--- src/rtl/im_boot_loader.sv ---
// im_boot_loader: streams a program image into instruction memory, then
// releases the CPU from reset. In RUN it becomes a transparent mux between
// the CPU and the IM RAM write/address port.
module im_boot_loader #(
  parameter int ADDR_W   = 12,
  parameter int DATA_W   = 32,
  parameter int IM_DEPTH = 2048,
  parameter int HOLD_CYC = 2
) (
  input  logic              i_clk,
  input  logic              i_rst,
  input  logic              i_start,
  input  logic              i_s_valid,
  input  logic [DATA_W-1:0] i_s_data,
  input  logic              i_s_last,
  output logic              o_s_ready,
  input  logic [ADDR_W-1:0] i_cpu_pc,
  input  logic              i_cpu_im_w_en,
  input  logic [DATA_W-1:0] i_cpu_im_w_data,
  output logic              o_im_w_en,
  output logic [ADDR_W-1:0] o_im_address,
  output logic [DATA_W-1:0] o_im_w_data,
  output logic              o_cpu_rst,
  output logic              o_load_done,
  output logic              o_overflow_err,
  output logic [ADDR_W:0]   o_word_count
);

  // Counter wide enough to hold 0..HOLD_CYC-1 (HOLD_CYC must be >= 1).
  localparam int HCW = (HOLD_CYC > 1) ? $clog2(HOLD_CYC) : 1;

  typedef enum logic [2:0] {S_IDLE, S_LOAD, S_HOLD, S_RUN, S_ERR} state_t;

  state_t            r_state;
  logic [ADDR_W-1:0] r_wr_ptr;
  logic [ADDR_W:0]   r_word_count;
  logic [HCW-1:0]    r_hold_cnt;
  logic              r_cpu_rst;
  logic              r_load_done;
  logic              r_overflow_err;

  logic w_run;
  logic w_accept;
  logic w_at_end;

  assign w_run    = (r_state == S_RUN);
  assign w_accept = (r_state == S_LOAD) && i_s_valid;
  assign w_at_end = (r_wr_ptr == ADDR_W'(IM_DEPTH - 1));

  // Load sequencing: IDLE -> LOAD -> HOLD -> RUN, with ERR on overflow.
  always_ff @(posedge i_clk or posedge i_rst) begin
    if (i_rst) begin
      r_state        <= S_IDLE;
      r_wr_ptr       <= '0;
      r_word_count   <= '0;
      r_hold_cnt     <= '0;
      r_cpu_rst      <= 1'b1;
      r_load_done    <= 1'b0;
      r_overflow_err <= 1'b0;
    end else begin
      case (r_state)
        S_IDLE: begin
          if (i_start) begin
            r_state      <= S_LOAD;
            r_wr_ptr     <= '0;
            r_word_count <= '0;
          end
        end
        S_LOAD: begin
          if (w_accept) begin
            r_wr_ptr     <= r_wr_ptr + 1'b1;
            r_word_count <= r_word_count + 1'b1;
            // s_last wins over overflow: a full-depth image ending in s_last is legal.
            if (i_s_last) begin
              r_state    <= S_HOLD;
              r_hold_cnt <= '0;
            end else if (w_at_end) begin
              r_state        <= S_ERR;
              r_overflow_err <= 1'b1;
            end
          end
        end
        S_HOLD: begin
          if (r_hold_cnt == HCW'(HOLD_CYC - 1)) begin
            r_state     <= S_RUN;
            r_load_done <= 1'b1;
            r_hold_cnt  <= '0;
          end else begin
            r_hold_cnt <= r_hold_cnt + 1'b1;
          end
        end
        // cpu_rst drops one edge after entering RUN, giving HOLD_CYC+1 edges
        // between the last accepted beat and reset release.
        S_RUN:   r_cpu_rst <= 1'b0;
        S_ERR:   r_cpu_rst <= 1'b1;
        default: r_state   <= S_IDLE;
      endcase
    end
  end

  assign o_s_ready      = (r_state == S_LOAD);
  assign o_im_w_en      = w_run ? i_cpu_im_w_en : w_accept;
  assign o_im_address   = w_run ? i_cpu_pc      : r_wr_ptr;
  assign o_im_w_data    = w_run ? i_cpu_im_w_data : (w_accept ? i_s_data : '0);
  assign o_cpu_rst      = r_cpu_rst;
  assign o_load_done    = r_load_done;
  assign o_overflow_err = r_overflow_err;
  assign o_word_count   = r_word_count;

endmodule

--- config.mk ---
export PLATFORM = sky130hd
export DESIGN_NAME = im_boot_loader
export DESIGN_NICKNAME = d
export VERILOG_FILES = /design/src/rtl/im_boot_loader.sv
export SDC_FILE = /design/constraint.sdc
export NUM_CORES = 1
export LEC_CHECK = 0
export CORE_UTILIZATION = 36
export DETAILED_ROUTE_END_ITERATION = 10
export PLACE_DENSITY = 0.88
export SLEW_MARGIN = 5
export SYNTH_ARGS = -nofsm -noshare
export SYNTH_HDL_FRONTEND = slang
export SYNTH_SLANG_ARGS = --single-unit
--- constraint.sdc ---
create_clock -name i_clk -period 2.3 [get_ports i_clk]
set_input_delay 0.46 -clock i_clk [delete_from_list [all_inputs] [get_ports i_clk]]
set_output_delay 0.46 -clock i_clk [all_outputs]
set_load 0.01 [all_outputs]
[Word level (Yosys, flattened, before mapping)]
Cells that the tools add are included.
Storage, ports and cells
  bits of input ports: 82
  register bits: 32
  word-level logic and storage cells: 54
  output and inout bits: 62
Cells by class
  equality and inequality tests: 10
  bitwise logic cells: 2
  reductions and logical operators: 11
  $add $sub $neg: 3
  muxes and demuxes: 21
Operators by type and width (count)
  $mux 32: 2
  $mux 12: 3
  $mux 13: 2
  $pmux 13 s2: 1
  $pmux 12 s2: 1
  $mux 3: 5
  $add 13x1->13 const B: 1
  $add 12x1->12 const B: 1
  $eq 12x11->1 const B: 1
  $pmux 3 s4: 1
  $eq 3x2->1 const B: 2
  $ne 2x2->1 const B: 3
  $reduce_and 3->1: 2
  $reduce_bool 2->1: 3
  $reduce_and 5->1: 1
  $mux 1: 4
  $pmux 1 s2: 2
  $reduce_and 4->1: 1
  $eq 3x1->1 const B: 1
  $eq 3x3->1 const B: 1
  $logic_not 3->1: 1
  $ne 3x2->1 const B: 1
  $ne 2x1->1 const B: 1
  $not 1->1: 2
  other kinds (4): 4

[Longest topological paths before layout]
Gate-level depths: netlist of run 1.
  word-level depth: 5
  mapped depth: 7
  gate-level depth less buffers: 5

[Least setup slack after synthesis of run 1]
OpenSTA, ideal clock, no wires.
  path type: reg2out
  start: register r_state[0]
  end: output o_im_address[10]
  setup slack: 0.187 ns
  cell stages (with the launch flop): 5
  data required time: 1.840 ns
  buffers on the path: 1
  arrival time: 1.653 ns
  path through: dfrtp_1 clkinv_1 nor3_2 buf_2 mux2_2
On the way
  longest elaborated chain between the ends: 2
RTL lines
  start, declared: line 34  | state_t r_state;
  start signal, assigned: line 53  | r_state <= S_IDLE;
  start signal, assigned: line 64  | r_state <= S_LOAD;
  start signal, assigned: line 75  | r_state <= S_HOLD;
  $eq 3x2->1: line 46  | assign w_run = (r_state == S_RUN);
  $mux 12: line 103  | assign o_im_address = w_run ? i_cpu_pc : r_wr_ptr;
  end, declared: line 21  | output logic [ADDR_W-1:0] o_im_address,
Every way passes these cells.

[Final worst setup path of run 1]
  start: input i_s_valid
  end: output o_im_w_data[19]
On the way
  longest elaborated chain between the ends: 3
RTL lines
  start, declared: line 13  | input logic i_s_valid,
  $logic_and 1x1->1: line 47  | assign w_accept = (r_state == S_LOAD) && i_s_valid;
  $mux 32 (2 in series): line 104  | assign o_im_w_data = w_run ? i_cpu_im_w_data : (w_accept ? i_s_data : '0);
  end, declared: line 22  | output logic [DATA_W-1:0] o_im_w_data,
Every way passes these cells.

==> reports/metrics.yaml, run 1 <==
logic_synthesis:
  synthFlopType: "dfrtp_1"
  syn-cell-area_sq_um: 2203
  synth_seq_cells: 32
  netlist_instances: 246
  seq_area_frac_synth: 0.3640
  synthDistinctLibCells: 46
  postSynthAreaPerCell_sq_um: 8.957
  syn_nets: 330
  yosys_warnings: 0
  synthArstFlopShare: 1.000
  synth_edf_count: 0
drt:
  vias_per_cell: 5.414
  wire_per_inst_um: 15.52
  dr.first_iter.drc_count: 94
  remaining_drc_errors: 0
  dr_total_vias: 2577
  postRouteWirelength_mm: 7.387
  drt_first_pass_iters: 4
  detail-route-antenna-nets: 0
clock_network:
  cts-root-buf: "clkbuf_8"
  cts-hold-fix-buffers: 0
  clkLatencyLatePin_ns: 0.27
  cts_sinks: 32
  cts_tree: "yes"
  clockBufferDepth: 2
  numCtsBuffers: 5
  clk_pin_slew_ns: 0.06
  htree_num_levels: 2
critical_path:
  regToRegEndpoint: "o_word_count[11]"
  cp_cell_sequence: "clkdlybuf4s50_1, and3_4, buf_12, a22o_1, dlygate4sd2_1"
  r2r_slack_ns: 0.24
  start_kind: "input pin"
  critical_path_class: "in -> out"
  worstPathRequired_ns: 1.84
  cp_top_family: "buffers and inverters"
  worstPathMaxFanout: 33
  max_stage_delay_ns: 0.48
  cp_num_cells: 5
  path_buf_inv: 3
  rr_worst_depth: 5
  cp-startpoint: "i_s_valid"
  cp_slowest_cell: "clkdlybuf4s50_1"
  r2r_start: "r_state[2]"
  crit_path_end_kind: "output pin"
  crit_path_end: "o_im_w_data[19]"
  arrival_ns: 1.76
layout:
  multi_input_area_sq_um: 1300
  syn2layout_area_growth_pct: 75.70
  nFillCells: 493
  drive_above_1_share: 0.1446
  final_nets: 484
  regArea_sq_um: 802.0
  antennaDiodeCount: 0
  fin_cells: 476
timing:
  fmax_mhz: 450.7
  worstMarginPinSlew_ns: 0.4126
  post-route-min-period_ns: 2.219
  hold_violations: 0
  final.setup_skew_ns: 0.005625
  finalCritPeriodShare: 0.9647
  setup_viol_count_final: 0
  slew_viol_final: 0
  setup_tns_ns: 0
  relSlewSlack: 0.7249
  rsz0062_at_grt: "true"
die:
  rows: 28
  ioPinCount: 144
  coreArea_sq_um: 5921
  fp.dieW_um: 80.24
  start_util: 0.3721
  die_y_um: 80.24
  die_area_sq_um: 6438
global_route:
  grt_usage: 0.2209
  grt_max_degree: 34
  grt_pass1_wl_mm: 11.16
  antenna_found_initial: 0
  grt_pass1_vias: 2299
  grt_overflow: 0
status:
  status: "complete, no violations"
power:
  p_per_area_nw_per_um2: 335.8
  leakagePower_nw: 1.749
  peakVddDrop_mv: 0.3149
placed_design:
  gp_congestion: 0.8176
  io_buffers: 143
  place_inst: 464
  dp_hpwl_mm: 5.649
worst_hold_path:
  hold_class: "reg -> reg"
job:
  cap_violations: 0
[registers in the layout, summed over array words and instances (netlist names)]
| signal | flops |
|---|---|
| r_wr_ptr | 12 |
| r_state | 3 |
| o_cpu_rst | 1 |
| r_hold_cnt | 1 |
| o_word_count | 13 |
| o_load_done | 1 |
| o_overflow_err | 1 |
[worst min path at each step]
stage	startpoint	endpoint	slack [ns]	cells past startpoint
after CTS	o_overflow_err	o_overflow_err	0.47	1
after detailed placement	o_overflow_err	o_overflow_err	0.45	1
final	o_overflow_err	o_overflow_err	0.46	1
after global placement	o_overflow_err	o_overflow_err	0.44	1
after global routing	o_overflow_err	o_overflow_err	0.49	1
after floorplan	o_overflow_err	o_overflow_err	0.49	1
[stage by stage]
stage	util	instance area, sq um	setup slack (ns)	total power, mW	hold WS (ns)
6_report	0.6538	3871	0.08129	1.300	0.4638
5_1_grt	0.6538	3871	-0.007537	1.365	0.4862
4_1_cts	0.6566	3887	0.004113	1.321	0.4657
3_5_place_dp	0.6448	3817	-0.2234	0.9095	0.4527
3_3_place_gp	0.6448	3817	-0.2130	0.9037	0.4440
2_1_floorplan	-	2203	0.1874	0.6673	0.4932
[cell usage in the layout, fill, tap and decap left out, drive strengths merged, types with 2 or more instances in the layout]
master,n
and2,3
a21oi,10
clkbuf,11
mux2,14
o211ai,3
o41ai,2
buf,23
nand2b,3
nand3,16
mux2i,4
nand4,2
nand2,26
ha,2
clkdlybuf4s50,97
dlygate4sd2,41
nor3,3
nor2,6
nor4,7
o31ai,5
dfrtp,31
inv,6
or4,4
o21ai,19
and3,7
a31oi,4
a22o,33
or3,6
[cells by family (layout without fill, tap and decap cells)]
group                    after synthesis  count (layout)  share of synthesized area
AO/OA/AOI/OAI                         83              83                     0.2709
XOR/XNOR                               1               1                   0.003976
adder cells (fa/ha/maj)                2               2                    0.01136
buffers and inverters                 24             179                    0.05110
flip-flops                            32              32                     0.3640
multiplexers                          18              18                    0.08972
AND/OR/NAND/NOR                       86              86                     0.2090
[per-layer routing]
| metal | share of wire | routed length [um] | global-route usage |
|---|---|---|---|
| met1 | 0.44 | 3224 | 0.2925 |
| met2 | 0.50 | 3716 | 0.3718 |
| met3 | 0.057 | 419 | 0.04886 |
| met4 | 0.0037 | 27 | 0.03750 |
| met5 | 0 | 0 | 0 |
[cells in the mapped netlist, types with 4 or more instances]
cell | instances | share of area
a22o_1 | 33 | 0.13
dfrtp_1 | 31 | 0.35
nand2_1 | 26 | 0.044
o21ai_0 | 19 | 0.043
nand3_1 | 16 | 0.036
mux2_2 | 14 | 0.072
clkbuf_1 | 12 | 0.020
a21oi_1 | 10 | 0.023
nor4_1 | 7 | 0.020
nor2_1 | 6 | 0.010
and3_1 | 5 | 0.014
inv_1 | 5 | 0.0085
o31ai_1 | 5 | 0.017
a31oi_1 | 4 | 0.011
mux2i_1 | 4 | 0.018
or3_1 | 4 | 0.011
or4_1 | 4 | 0.014
[timing repair]
item / CTS / global route
pin swaps: 1 / 1
setup buffers: 4 / 0
hold endpoints to repair: 0 / 0
gates resized for setup: 50 / 10
setup endpoints to repair: 46 / 39
[layout make-up]
cell class,count,area share
Timing Repair Buffer,165,0.4037
Multi-Input combinational cell,190,0.3358
Sequential cell,32,0.2072
Tap cell,75,0.02424
Clock buffer,8,0.02327
Inverter,6,0.005818
[report_power, final]
| group | internal (mW) | switching (mW) | total, mW |
|---|---|---|---|
| registers | 0.568 | 0.00612 | 0.575 |
| clock network | 0.244 | 0.189 | 0.432 |
| logic | 0.200 | 0.0928 | 0.293 |
| total | 1.01 | 0.288 | 1.30 |
(Power assumes the default switching activity.)
==> inputs of run 2 (changes only) <==
--- a/config.mk
+++ b/config.mk
@@ -7,7 +7,7 @@
 export LEC_CHECK = 0
 export CORE_UTILIZATION = 36
 export DETAILED_ROUTE_END_ITERATION = 10
-export PLACE_DENSITY = 0.88
+export PLACE_DENSITY_LB_ADDON = 0.15
 export SLEW_MARGIN = 5
 export SYNTH_ARGS = -nofsm -noshare
 export SYNTH_HDL_FRONTEND = slang
==> reports/metrics.yaml, run 2 (synthesis results as in run 1) <==
drt:
  detail-route-antenna-nets: 0
  vias_per_cell: 5.409
  wire_per_inst_um: 15.89
  dr.first_iter.drc_count: 153
  drt_first_pass_iters: 4
  postRouteWirelength_mm: 7.659
  remaining_drc_errors: 0
  dr_total_vias: 2607
critical_path:
  max_stage_delay_ns: 0.37
  crit_path_end_kind: "output pin"
  start_kind: "flop"
  cp_cell_sequence: "clkinv_2, nor3_4, buf_6, buf_4, buf_12, mux2_2, clkbuf_2"
  cp_slowest_cell: "dfrtp_1"
  path_buf_inv: 5
  cp_num_cells: 7
  cp_top_family: "buffers and inverters"
  arrival_ns: 1.78
  worstPathMaxFanout: 8
  rr_worst_depth: 6
  worstPathRequired_ns: 1.84
  critical_path_class: "reg -> out"
layout:
  nFillCells: 496
  syn2layout_area_growth_pct: 80.75
  multi_input_area_sq_um: 1305
  drive_above_1_share: 0.2334
  antennaDiodeCount: 0
  largest_register_ffs: 13
  fin_cells: 482
  final_nets: 490
  layout_commonest_cell: "clkdlybuf4s50_1"
  mostFrequentLayoutCells: "clkdlybuf4s50_1 (97), a22o_1 (33), dfrtp_1 (31)"
  regArea_sq_um: 802.0
status:
  status: "complete, no violations"
job:
  cap_violations: 0
timing:
  fmax_mhz: 446.0
  relSlewSlack: 0.7298
  hold_violations: 0
  worstMarginPinSlew_ns: 0.4054
  final.setup_skew_ns: 0.008386
  setup_viol_count_final: 0
  post-route-min-period_ns: 2.242
  rsz0062_at_grt: "true"
  finalCritPeriodShare: 0.9749
  slew_viol_final: 0
power:
  power_mw: 1.289
  leakagePower_nw: 1.790
  p_per_area_nw_per_um2: 323.5
  peakVddDrop_mv: 0.2726
clock_network:
  htree_num_levels: 2
  clkLatencyLatePin_ns: 0.29
  numCtsBuffers: 5
  cts-hold-fix-buffers: 0
  cts_tree: "yes"
  clk_pin_slew_ns: 0.07
  cts_sinks: 32
  cts-root-buf: "clkbuf_8"
  clockBufferDepth: 2
global_route:
  antenna_found_initial: 0
  grt_pass1_wl_mm: 11.87
  grt_usage: 0.2391
  grt_max_degree: 33
  grt_overflow: 0
  grt_pass1_vias: 2428
die:
  fp.dieW_um: 80.24
  die_area_sq_um: 6438
  start_util: 0.3721
  rows: 28
  die_y_um: 80.24
  ioPinCount: 144
  coreArea_sq_um: 5921
placed_design:
  io_buffers: 143
  dp_hpwl_mm: 5.507
  gp_congestion: 0.7564
  place_inst: 466
worst_hold_path:
  hold_class: "reg -> reg"
  worstHoldPathCells: 1
[run 2: final timing paths]
kind	startpoint	end	slack, ns
max	r_state[0]	o_im_address[6]	0.06
min	o_overflow_err	o_overflow_err	0.47
max reg2reg	r_state[1]	o_word_count[11]	0.21
min reg2reg	o_overflow_err	o_overflow_err	0.47
max in group asynchronous	i_rst	o_cpu_rst	1.41
min in group asynchronous	i_rst	r_wr_ptr[8]	0.55
[run 2: final cells by class]
class / instances / area share
multi-input combinational: 190 / 0.3277
inverter: 6 / 0.005969
sequential: 32 / 0.2014
clock buffer: 7 / 0.01916
clock inverter: 1 / 0.001257
tap: 75 / 0.02356
timing repair buffer: 171 / 0.4210
[run 2: power breakdown]
part / total [mW] / switching (mW) / internal [mW]
clock: 0.417 / 0.205 / 0.212
sequential: 0.574 / 0.00602 / 0.568
combinational: 0.297 / 0.0932 / 0.204
total: 1.29 / 0.304 / 0.985
[run 2: repair_timing]
item	CTS	global route
cloned	3	0
pin swaps	2	2
setup buffers	4	1
endpoints found under the setup margin	46	29
gates resized for setup	84	50
[run 2: metal layers]
layer  global-route usage  vias up  wire length, um
met2               0.3915      101             3839
met4              0.05357        0               80
met3              0.06250        7              446
li1                     -     1277                -
met5                    0        -                0
met1               0.3142     1222             3292
[run 2: stage by stage]
step / TNS (ns) / instance area [sq um] / util / setup WS (ns) / hold WS, ns
after floorplan: 0 / 2203 / - / 0.1874 / 0.4932
after global routing: -0.2236 / 3983 / 0.6727 / -0.03738 / 0.4938
after detailed placement: -7.721 / 3845 / 0.6494 / -0.2643 / 0.4573
after CTS: 0 / 4044 / 0.6830 / 0.0009716 / 0.4732
after global placement: -6.139 / 3845 / 0.6494 / -0.2171 / 0.4445
final: 0 / 3983 / 0.6727 / 0.05778 / 0.4687
